## config.mk

```make
export PLATFORM = sky130hd
export DESIGN_NAME = sprite_layer
export DESIGN_NICKNAME = d
export VERILOG_FILES = /design/src/rtl/sprite_pkg.sv /design/src/rtl/sprite_anim_ctr.sv /design/src/rtl/sprite_layer.sv
export SDC_FILE = /design/constraint.sdc
export NUM_CORES = 1
export LEC_CHECK = 0
export CORE_AREA = 2 2 116 95
export CTS_BUF_LIST = sky130_fd_sc_hd__clkbuf_2 sky130_fd_sc_hd__clkbuf_4 sky130_fd_sc_hd__clkbuf_8
export DETAILED_ROUTE_END_ITERATION = 6
export DIE_AREA = 0 0 118 97
export SLEW_MARGIN = 10
export SYNTH_ARGS = -nofsm -noshare
export SYNTH_HDL_FRONTEND = slang
export SYNTH_SLANG_ARGS = --single-unit
```

## constraint.sdc

```tcl
create_clock -name clk -period 2.9 [get_ports clk]
set_input_delay 0.435 -clock clk [delete_from_list [all_inputs] [get_ports clk]]
set_output_delay 0.435 -clock clk [all_outputs]
set_load 0.03 [all_outputs]
```

## src/rtl/sprite_pkg.sv

```systemverilog
// Shared types and helpers for the sprite layer: pixel struct, ROM word
// width, ROM address width helper and the position handshake states.
package sprite_pkg;

  localparam int PIX_DEPTH = 4;
  localparam int ROM_W     = 3 * PIX_DEPTH + 1;

  typedef struct packed {
    logic                 a;
    logic [PIX_DEPTH-1:0] r;
    logic [PIX_DEPTH-1:0] g;
    logic [PIX_DEPTH-1:0] b;
  } pixel_t;

  typedef enum logic {
    IDLE,
    ACKED
  } hs_state_t;

  function automatic int addr_width(input int frames, input int spr_w, input int spr_h);
    return $clog2(frames * spr_w * spr_h);
  endfunction

endpackage

```

## src/rtl/sprite_anim_ctr.sv

```systemverilog
// Animation counter: divides frame_start pulses by ANIM_DIV and steps a
// wrapping frame index once per division period.
module sprite_anim_ctr #(
  parameter int ANIM_DIV = 8,
  parameter int FRAMES   = 4
) (
  input  logic                      clk,
  input  logic                      rst,
  input  logic                      frame_start,
  output logic [$clog2(FRAMES)-1:0] frame_idx
);

  localparam int FB    = $clog2(FRAMES);
  localparam int DIV_W = (ANIM_DIV > 1) ? $clog2(ANIM_DIV) : 1;

  logic [DIV_W-1:0] div_cnt;

  // Count video frames and advance the animation frame when the divider wraps
  always_ff @(posedge clk) begin
    if (rst) begin
      div_cnt   <= '0;
      frame_idx <= '0;
    end else if (frame_start) begin
      if (div_cnt == DIV_W'(ANIM_DIV - 1)) begin
        div_cnt   <= '0;
        frame_idx <= (frame_idx == FB'(FRAMES - 1)) ? '0 : frame_idx + 1'b1;
      end else begin
        div_cnt <= div_cnt + 1'b1;
      end
    end
  end

endmodule

```

## src/rtl/sprite_layer.sv

```systemverilog
// Sprite layer: hit-tests the scan position against one animated sprite,
// fetches the texel from an external synchronous ROM and emits RGBA with
// a fixed 3-clock latency. Position updates arrive via req/ack and are
// committed only on frame_start. Optional macro SPRITE_MIRROR_EN adds a
// mirror_req input giving a horizontal flip.
module sprite_layer
  import sprite_pkg::*;
#(
  parameter int DEPTH    = PIX_DEPTH,
  parameter int H_BITS   = 10,
  parameter int V_BITS   = 10,
  parameter int SPR_W    = 32,
  parameter int SPR_H    = 32,
  parameter int FRAMES   = 4,
  parameter int ANIM_DIV = 8
) (
  input  logic                                        clk,
  input  logic                                        rst,
  input  logic [H_BITS-1:0]                           hcount,
  input  logic [V_BITS-1:0]                           vcount,
  input  logic                                        frame_start,
  input  logic [H_BITS-1:0]                           pos_x,
  input  logic [V_BITS-1:0]                           pos_y,
  input  logic                                        pos_req,
`ifdef SPRITE_MIRROR_EN
  input  logic                                        mirror_req,
`endif
  output logic                                        pos_ack,
  output logic [addr_width(FRAMES, SPR_W, SPR_H)-1:0] rom_addr,
  input  logic [3*DEPTH:0]                            rom_data,
  output logic [DEPTH-1:0]                            R_curr,
  output logic [DEPTH-1:0]                            G_curr,
  output logic [DEPTH-1:0]                            B_curr,
  output logic                                        A_curr
);

  localparam int XB = $clog2(SPR_W);
  localparam int YB = $clog2(SPR_H);
  localparam int FB = $clog2(FRAMES);

  hs_state_t         state, state_nxt;
  logic              ack_nxt;
  logic              capture;
  logic              pending;
  logic [H_BITS-1:0] shd_x, act_x;
  logic [V_BITS-1:0] shd_y, act_y;
`ifdef SPRITE_MIRROR_EN
  logic              shd_m, act_m;
`endif
  logic [FB-1:0]     frame_idx;
  logic [H_BITS:0]   dx;
  logic [V_BITS:0]   dy;
  logic              hit;
  logic [XB-1:0]     col;
  logic              hit_d1, hit_d2;
  pixel_t            pix;

  sprite_anim_ctr #(
    .ANIM_DIV (ANIM_DIV),
    .FRAMES   (FRAMES)
  ) u_anim (
    .clk         (clk),
    .rst         (rst),
    .frame_start (frame_start),
    .frame_idx   (frame_idx)
  );

  // Handshake next state: ack a request once, then wait for req to drop
  always_comb begin
    state_nxt = state;
    ack_nxt   = 1'b0;
    capture   = 1'b0;
    case (state)
      IDLE: begin
        if (pos_req) begin
          capture   = 1'b1;
          ack_nxt   = 1'b1;
          state_nxt = ACKED;
        end
      end
      ACKED: begin
        if (!pos_req) state_nxt = IDLE;
      end
      default: state_nxt = IDLE;
    endcase
  end

  // Handshake state register and registered one-cycle acknowledge
  always_ff @(posedge clk) begin
    if (rst) begin
      state   <= IDLE;
      pos_ack <= 1'b0;
    end else begin
      state   <= state_nxt;
      pos_ack <= ack_nxt;
    end
  end

  // Shadow capture and frame-boundary commit; a same-cycle capture stays pending
  always_ff @(posedge clk) begin
    if (rst) begin
      shd_x   <= '0;
      shd_y   <= '0;
      act_x   <= '0;
      act_y   <= '0;
      pending <= 1'b0;
`ifdef SPRITE_MIRROR_EN
      shd_m   <= 1'b0;
      act_m   <= 1'b0;
`endif
    end else begin
      if (frame_start && pending) begin
        act_x   <= shd_x;
        act_y   <= shd_y;
        pending <= 1'b0;
`ifdef SPRITE_MIRROR_EN
        act_m   <= shd_m;
`endif
      end
      if (capture) begin
        shd_x   <= pos_x;
        shd_y   <= pos_y;
        pending <= 1'b1;
`ifdef SPRITE_MIRROR_EN
        shd_m   <= mirror_req;
`endif
      end
    end
  end

  // Hit test with one extra bit so offsets never wrap across the screen edge
  always_comb begin
    dx  = {1'b0, hcount} - {1'b0, act_x};
    dy  = {1'b0, vcount} - {1'b0, act_y};
    hit = (hcount >= act_x) && (dx < (H_BITS+1)'(SPR_W)) &&
          (vcount >= act_y) && (dy < (V_BITS+1)'(SPR_H));
`ifdef SPRITE_MIRROR_EN
    col = act_m ? (XB'(SPR_W - 1) - dx[XB-1:0]) : dx[XB-1:0];
`else
    col = dx[XB-1:0];
`endif
  end

  // Three-stage pipeline: address, ROM read, output register
  always_ff @(posedge clk) begin
    if (rst) begin
      rom_addr <= '0;
      hit_d1   <= 1'b0;
      hit_d2   <= 1'b0;
      pix      <= '0;
    end else begin
      rom_addr <= hit ? {frame_idx, dy[YB-1:0], col} : '0;
      hit_d1   <= hit;
      hit_d2   <= hit_d1;
      pix      <= hit_d2 ? pixel_t'(rom_data) : '0;
    end
  end

  assign A_curr = pix.a;
  assign R_curr = pix.r;
  assign G_curr = pix.g;
  assign B_curr = pix.b;

endmodule

```

-- Word-level counts from Yosys, hierarchy flattened
Index checks and enable logic that the tools add are counted.
- bits in read-only memories: 0
- memories: 0
- output and inout bits: 26
- flip-flop bits (word level): 75
- bits in latches: 0
- bits in writable memories: 0
- logic and storage cells: 42
- muxes and demuxes: 6
- order comparisons: 4
- bitwise operators: 2
- shifts and indexed selects: 0
- add/subtract/negate cells: 4
- multipliers: 0
- equality and inequality tests: 2
- divide/modulo/power cells: 0
- reductions and logical operators: 8
- operators with widths (operator ; count):
    $lt A11 B6 Y1 const B ; 2
    $sub A10 B10 Y11 ; 2
    $ge A10 B10 Y1 ; 2
    $logic_and A1 B1 Y1 ; 4
    $mux W1 ; 4
    $reduce_or A2 Y1 ; 2
    $add A3 B1 Y3 const B ; 1
    $eq A3 B3 Y1 const B ; 1
    $mux W3 ; 1
    $add A2 B1 Y2 const B ; 1
    $eq A2 B2 Y1 const B ; 1
    $mux W2 ; 1
    $not A1 Y1 ; 2
    $reduce_and A2 Y1 ; 1
    $reduce_bool A2 Y1 ; 1

-- Longest topological paths before layout
- depth in word-level cells: 7
- depth in mapped cells: 11
- gate-level depth less buffers: 10

-- By module
A second synthesis with hierarchy kept.
- cells, all modules: 412
- area total of the unflattened synthesis: 3498.4 sq um
- by module, submodules not included (module ; area an instance (sq um) ; times used ; sequential area each (sq um) ; cells each):
    sprite_layer ; 3251.9 ; 1 ; 1401.3 ; 390
    sprite_anim_ctr ; 246.5 ; 1 ; 100.1 ; 22

-- Least setup slack after synthesis
OpenSTA, ideal clock, no wires.
- path kind: in2reg
- start point: in hcount[0]
- end point: reg rom_addr[4]
- setup time: 0.088 ns
- buffers on the path: 1
- cell stages on the path: 11
- slack: 0.293 ns
- arrival time: 2.519 ns
- path through: inv_1 ha_1 inv_1 fa_1 a21o_1 a21oi_2 mux2_4 nor4_2 nand4_1 buf_4 nor4_2
- word-level cells in the longest chain between the ends: 7
- elaborated cells on any way between the ends: 8
- ends and longest elaborated chain (element ; RTL line ; RTL):
    from (decl) ; sprite_layer.sv:19 ; input logic [H_BITS-1:0] hcount,
    $sub A10 B10 Y11 ; sprite_layer.sv:133 ; dx = {1'b0, hcount} - {1'b0, act_x};
    $lt A11 B6 Y1 ; sprite_layer.sv:135 ; hit = (hcount >= act_x) && (dx < (H_BITS+1)'(SPR_W)) &&
    $logic_and A1 B1 Y1 (2 in a row) ; sprite_layer.sv:135 ;
    $logic_and A1 B1 Y1 ; sprite_layer.sv:136 ; (vcount >= act_y) && (dy < (V_BITS+1)'(SPR_H));
    $not A1 Y1 (no line) ; - ;
    $reduce_or A2 Y1 (no line) ; - ;
    to (signal assigned) ; sprite_layer.sv:152 ; rom_addr <= hit ? {frame_idx, dy[YB-1:0], col} : '0;
    to (decl) ; sprite_layer.sv:29 ; output logic [addr_width(FRAMES, SPR_W, SPR_H)-1:0] rom_addr,
Parallel ways exist; a longest one is shown, timed or not.
A chain may end at the register's enable or synchronous reset.

-- Worst setup path after layout
- start point: in hcount[0]
- end point: reg rom_addr[3]
Same word-level chain as after synthesis.

==> results.md <==
- Pin slew with the least headroom to its limit: 0.705 ns
- Vias in the first global route: 2803
- Global route overflow: 0
- Seq pwr share: 48.2%
- Ys async rst share: 0%
- Crit-path most repeated cell: inv_1
- Initial Util: 34.5%
- Combinational group share of total power: 15.4%
- Die area: 0.0114 mm2
- Share of the synthesized area in the top cell type: 42.7%
- Cells after Synth: 408
- Worst Slack Setup Final: 0.168 ns
- Detailed-route DRC error count: 0
- Synth top area cells: dfxtp_1 43%, nand2_1 9.2%, ha_1 8.2%, a21oi_1 8.0%, nor4_2 3.6%
- Sw Ratio: 26.3%
- CTS sink cnt: 75
- Mean Syn Cell Area: 8.62 um2
- Final Critical Period: 2.73 ns
- Cell chain of the critical path: clkdlybuf4s50_1, inv_1, ha_1, inv_1, fa_1, a21o_1, a21oi_2, mux2_4, nor4_2, nand4_1, buf_12, nor4_1
- Buf+Inv Stages, Crit Path: 4
- CTS Root Cell: clkbuf_8
- Post-layout nets: 579
- Pwr Density: 462 mW/mm2
- Relative slew slack: 53.0%
- Clk_skew: 0.00819 ns
- Maximum VDD drop: 0.257 mV
- Hpwl dp: 6240 um
- Chip height: 97 um
- Util after Layout: 47.0%
- Synth unique cells: 53
- #FFs+latches synth: 75
- Number of DRC markers in iteration 0: 128
- Pleak: 1.76 nW
- Worst-Skew Late Latency: 0.35 ns
- Reg2reg setup slack: 0.30 ns
- Final setup viols: 0
- Critical path's top delay family: buffers and inverters
- Hold Worst Slack: 0.441 ns
- Rows: 33
- Die width: 118 um
- Post-synth EDFFs: 0
- Post-synthesis sequential area ratio: 42.7%
- Placed cell area: 0.00458 mm2
- Ant diodes: 0
- Max-Cap Viols: 0
- Post-Route WL: 8120 um
- Post-synth top flop: dfxtp_1
- CP Launch Type: primary input
- H-tree levels: 3
- Slowest CP cell: clkdlybuf4s50_1
- Crit Path Class: primary input to flip-flop
- Fin crit share: 94.2%
- Antenna Nets Post-Route: 0
- GP Congestion: 0.847
- Post-route design area: 0.00479 mm2
- Switch Pwr: 0.582 mW
- Final max-slew violation count: 0
- CP arrival: 2.98 ns
- Crit path max fanout: 13
- Tot GR Track Use: 14.4%
- Routed vias/inst: 4.59
- Max Clock Freq: 366 MHz
- Crit. End Element: flip-flop
- Initial antenna violation count: 0
- Netlist Area Pre-Place: 0.00352 mm2
- Status: complete, no violations
- Post-Syn Nets: 490
- Worst path max stage delay: 0.39 ns
- Largest net degree at the start of global routing: 50
- Synth-to-Final Area Change: 36.1%
- First-pass GRT wire length: 13300 um
- DRT Pass-1 Iters: 4
- Synth warnings: 0
- Core Box Area: 0.0102 mm2
- Min-Delay Path Class: flip-flop to flip-flop
- Top cell type by total area after synthesis: dfxtp_1
- Final hold violation count: 0
- CTS tree: done
- Share of layout cells above drive strength 1: 10.2%
- CTS clk-pin slew, worst paths: 0.08 ns
- TritonCTS buffer count: 9
- Dpl ws: -0.229 ns
- Cell internal pwr: 1.63 mW
- Routed wire length per instance: 12.6 um
- Clk network pwr share: 36.5%
- Vias: 2945
- Input/output buffers: 82
- Number of I/O pins: 83
- Required @ worst endpoint: 3.15 ns
- Clock Path Buffers: 2
==> cell type report <==
type | instances | area (um2)
Clock buffer | 9 | 124
Clock inverter | 7 | 76.3
Fill cell | 1016 | 5410
Inverter | 29 | 109
Multi-Input combinational cell | 285 | 1830
Sequential cell | 75 | 1500
Tap cell | 140 | 175
Timing Repair Buffer | 97 | 971
==> layout by cell type (no fill, tap or decap), drive strengths merged, types with 4 or more instances in the layout <==
cell type,netlist,layout
o21a,5,5
and2,14,14
dfxtp,75,75
o21ai,5,5
buf,6,15
clkbuf,13,9
nor2b,8,8
nor2,9,9
nor3b,4,4
nor4,13,13
nand2,86,86
clkdlybuf4s50,0,82
ha,23,23
xor2,4,4
nor3,4,4
a21oi,57,57
inv,29,31
nand2b,5,5
==> routing by layer <==
| metal | track usage (%) | up-vias | share of wire [%] |
|---|---|---|---|
| li1 | - | 1570 | - |
| met1 | 19.7 | 1290 | 52 |
| met2 | 21.6 | 78 | 41 |
| met3 | 4.60 | 7 | 5.2 |
| met4 | 4.54 | 0 | 1.2 |
| met5 | 0 | - | 0 |
==> Yosys cell counts, types with 2 or more instances <==
library cell,n
o21ai_0,5
o31a_1,2
or2_2,2
and3_1,2
ha_1,23
nand3b_1,2
nand3_1,3
dfxtp_1,75
or3_1,2
nor2b_1,8
nor4b_1,3
o211ai_1,2
xor2_1,4
nor4_2,10
buf_4,2
and2_1,14
o21a_1,5
buf_1,2
nor4_1,3
nor2_1,9
mux2i_1,2
nand2b_1,5
nor3b_1,4
nor3_1,4
clkbuf_1,13
a21o_1,2
nand4_1,3
o31ai_1,2
fa_1,2
a21oi_1,56
nand2_1,86
o211a_1,2
inv_1,29
==> power by group through the flow <==
| stage | sequential, mW | combinational, mW | clock (mW) |
|---|---|---|---|
| after floorplan | 1.09 | 0.195 | 0 |
| after global placement | 1.09 | 0.335 | 0 |
| after detailed placement | 1.09 | 0.339 | 0 |
| after CTS | 1.07 | 0.341 | 0.839 |
| after global routing | 1.07 | 0.375 | 0.885 |
| final | 1.07 | 0.340 | 0.808 |
==> registers in the layout (all words and copies together) (netlist names), 2 cells and up <==
| register | cells |
|---|---|
| B_curr | 4 |
| u_anim.div_cnt | 3 |
| act_x | 10 |
| R_curr | 4 |
| G_curr | 4 |
| u_anim.frame_idx | 2 |
| shd_x | 10 |
| shd_y | 10 |
| rom_addr | 12 |
| act_y | 10 |
==> kinds of logic (layout without fill, tap and decap cells) <==
family | count (synthesis) | after routing | share of synthesized area [%]
adders and majority gates | 25 | 25 | 9.32
muxes | 4 | 4 | 1.32
and+or+nand+nor | 162 | 162 | 24.1
AOI/OAI and AO/OA | 89 | 89 | 15.8
DFF | 75 | 75 | 42.7
xor gates and xnor gates | 5 | 5 | 1.24
buffers and inverters | 48 | 142 | 5.58
==> per-stage QoR <==
step                      power, mW  cells  TNS, ns
final                          2.21    642        0
after global routing           2.33    642  -0.0173
after CTS                      2.25    642        0
after detailed placement       1.43    626    -1.74
after global placement         1.42    626   -0.684
after floorplan                1.28    408        0
==> path summary, 6_finish.rpt <==
kind	from	to	cells past startpoint
worst max-delay path	hcount[0]	rom_addr[3]$_SDFF_PP0_	12
worst min-delay path	state$_SDFF_PP0_	pos_ack$_SDFF_PP0_	1
worst max register to register	act_x[0]$_SDFFE_PP0P_	rom_addr[3]$_SDFF_PP0_	10
worst min register to register	state$_SDFF_PP0_	pos_ack$_SDFF_PP0_	1
==> timing repair <==
action                     in CTS  in global routing
hold buffers                    0                  0
resized for setup               0                  1
setup buffers                   0                  0
setup endpoints to repair       0                  1
No activity file was read; power rests on OpenSTA's default activity.
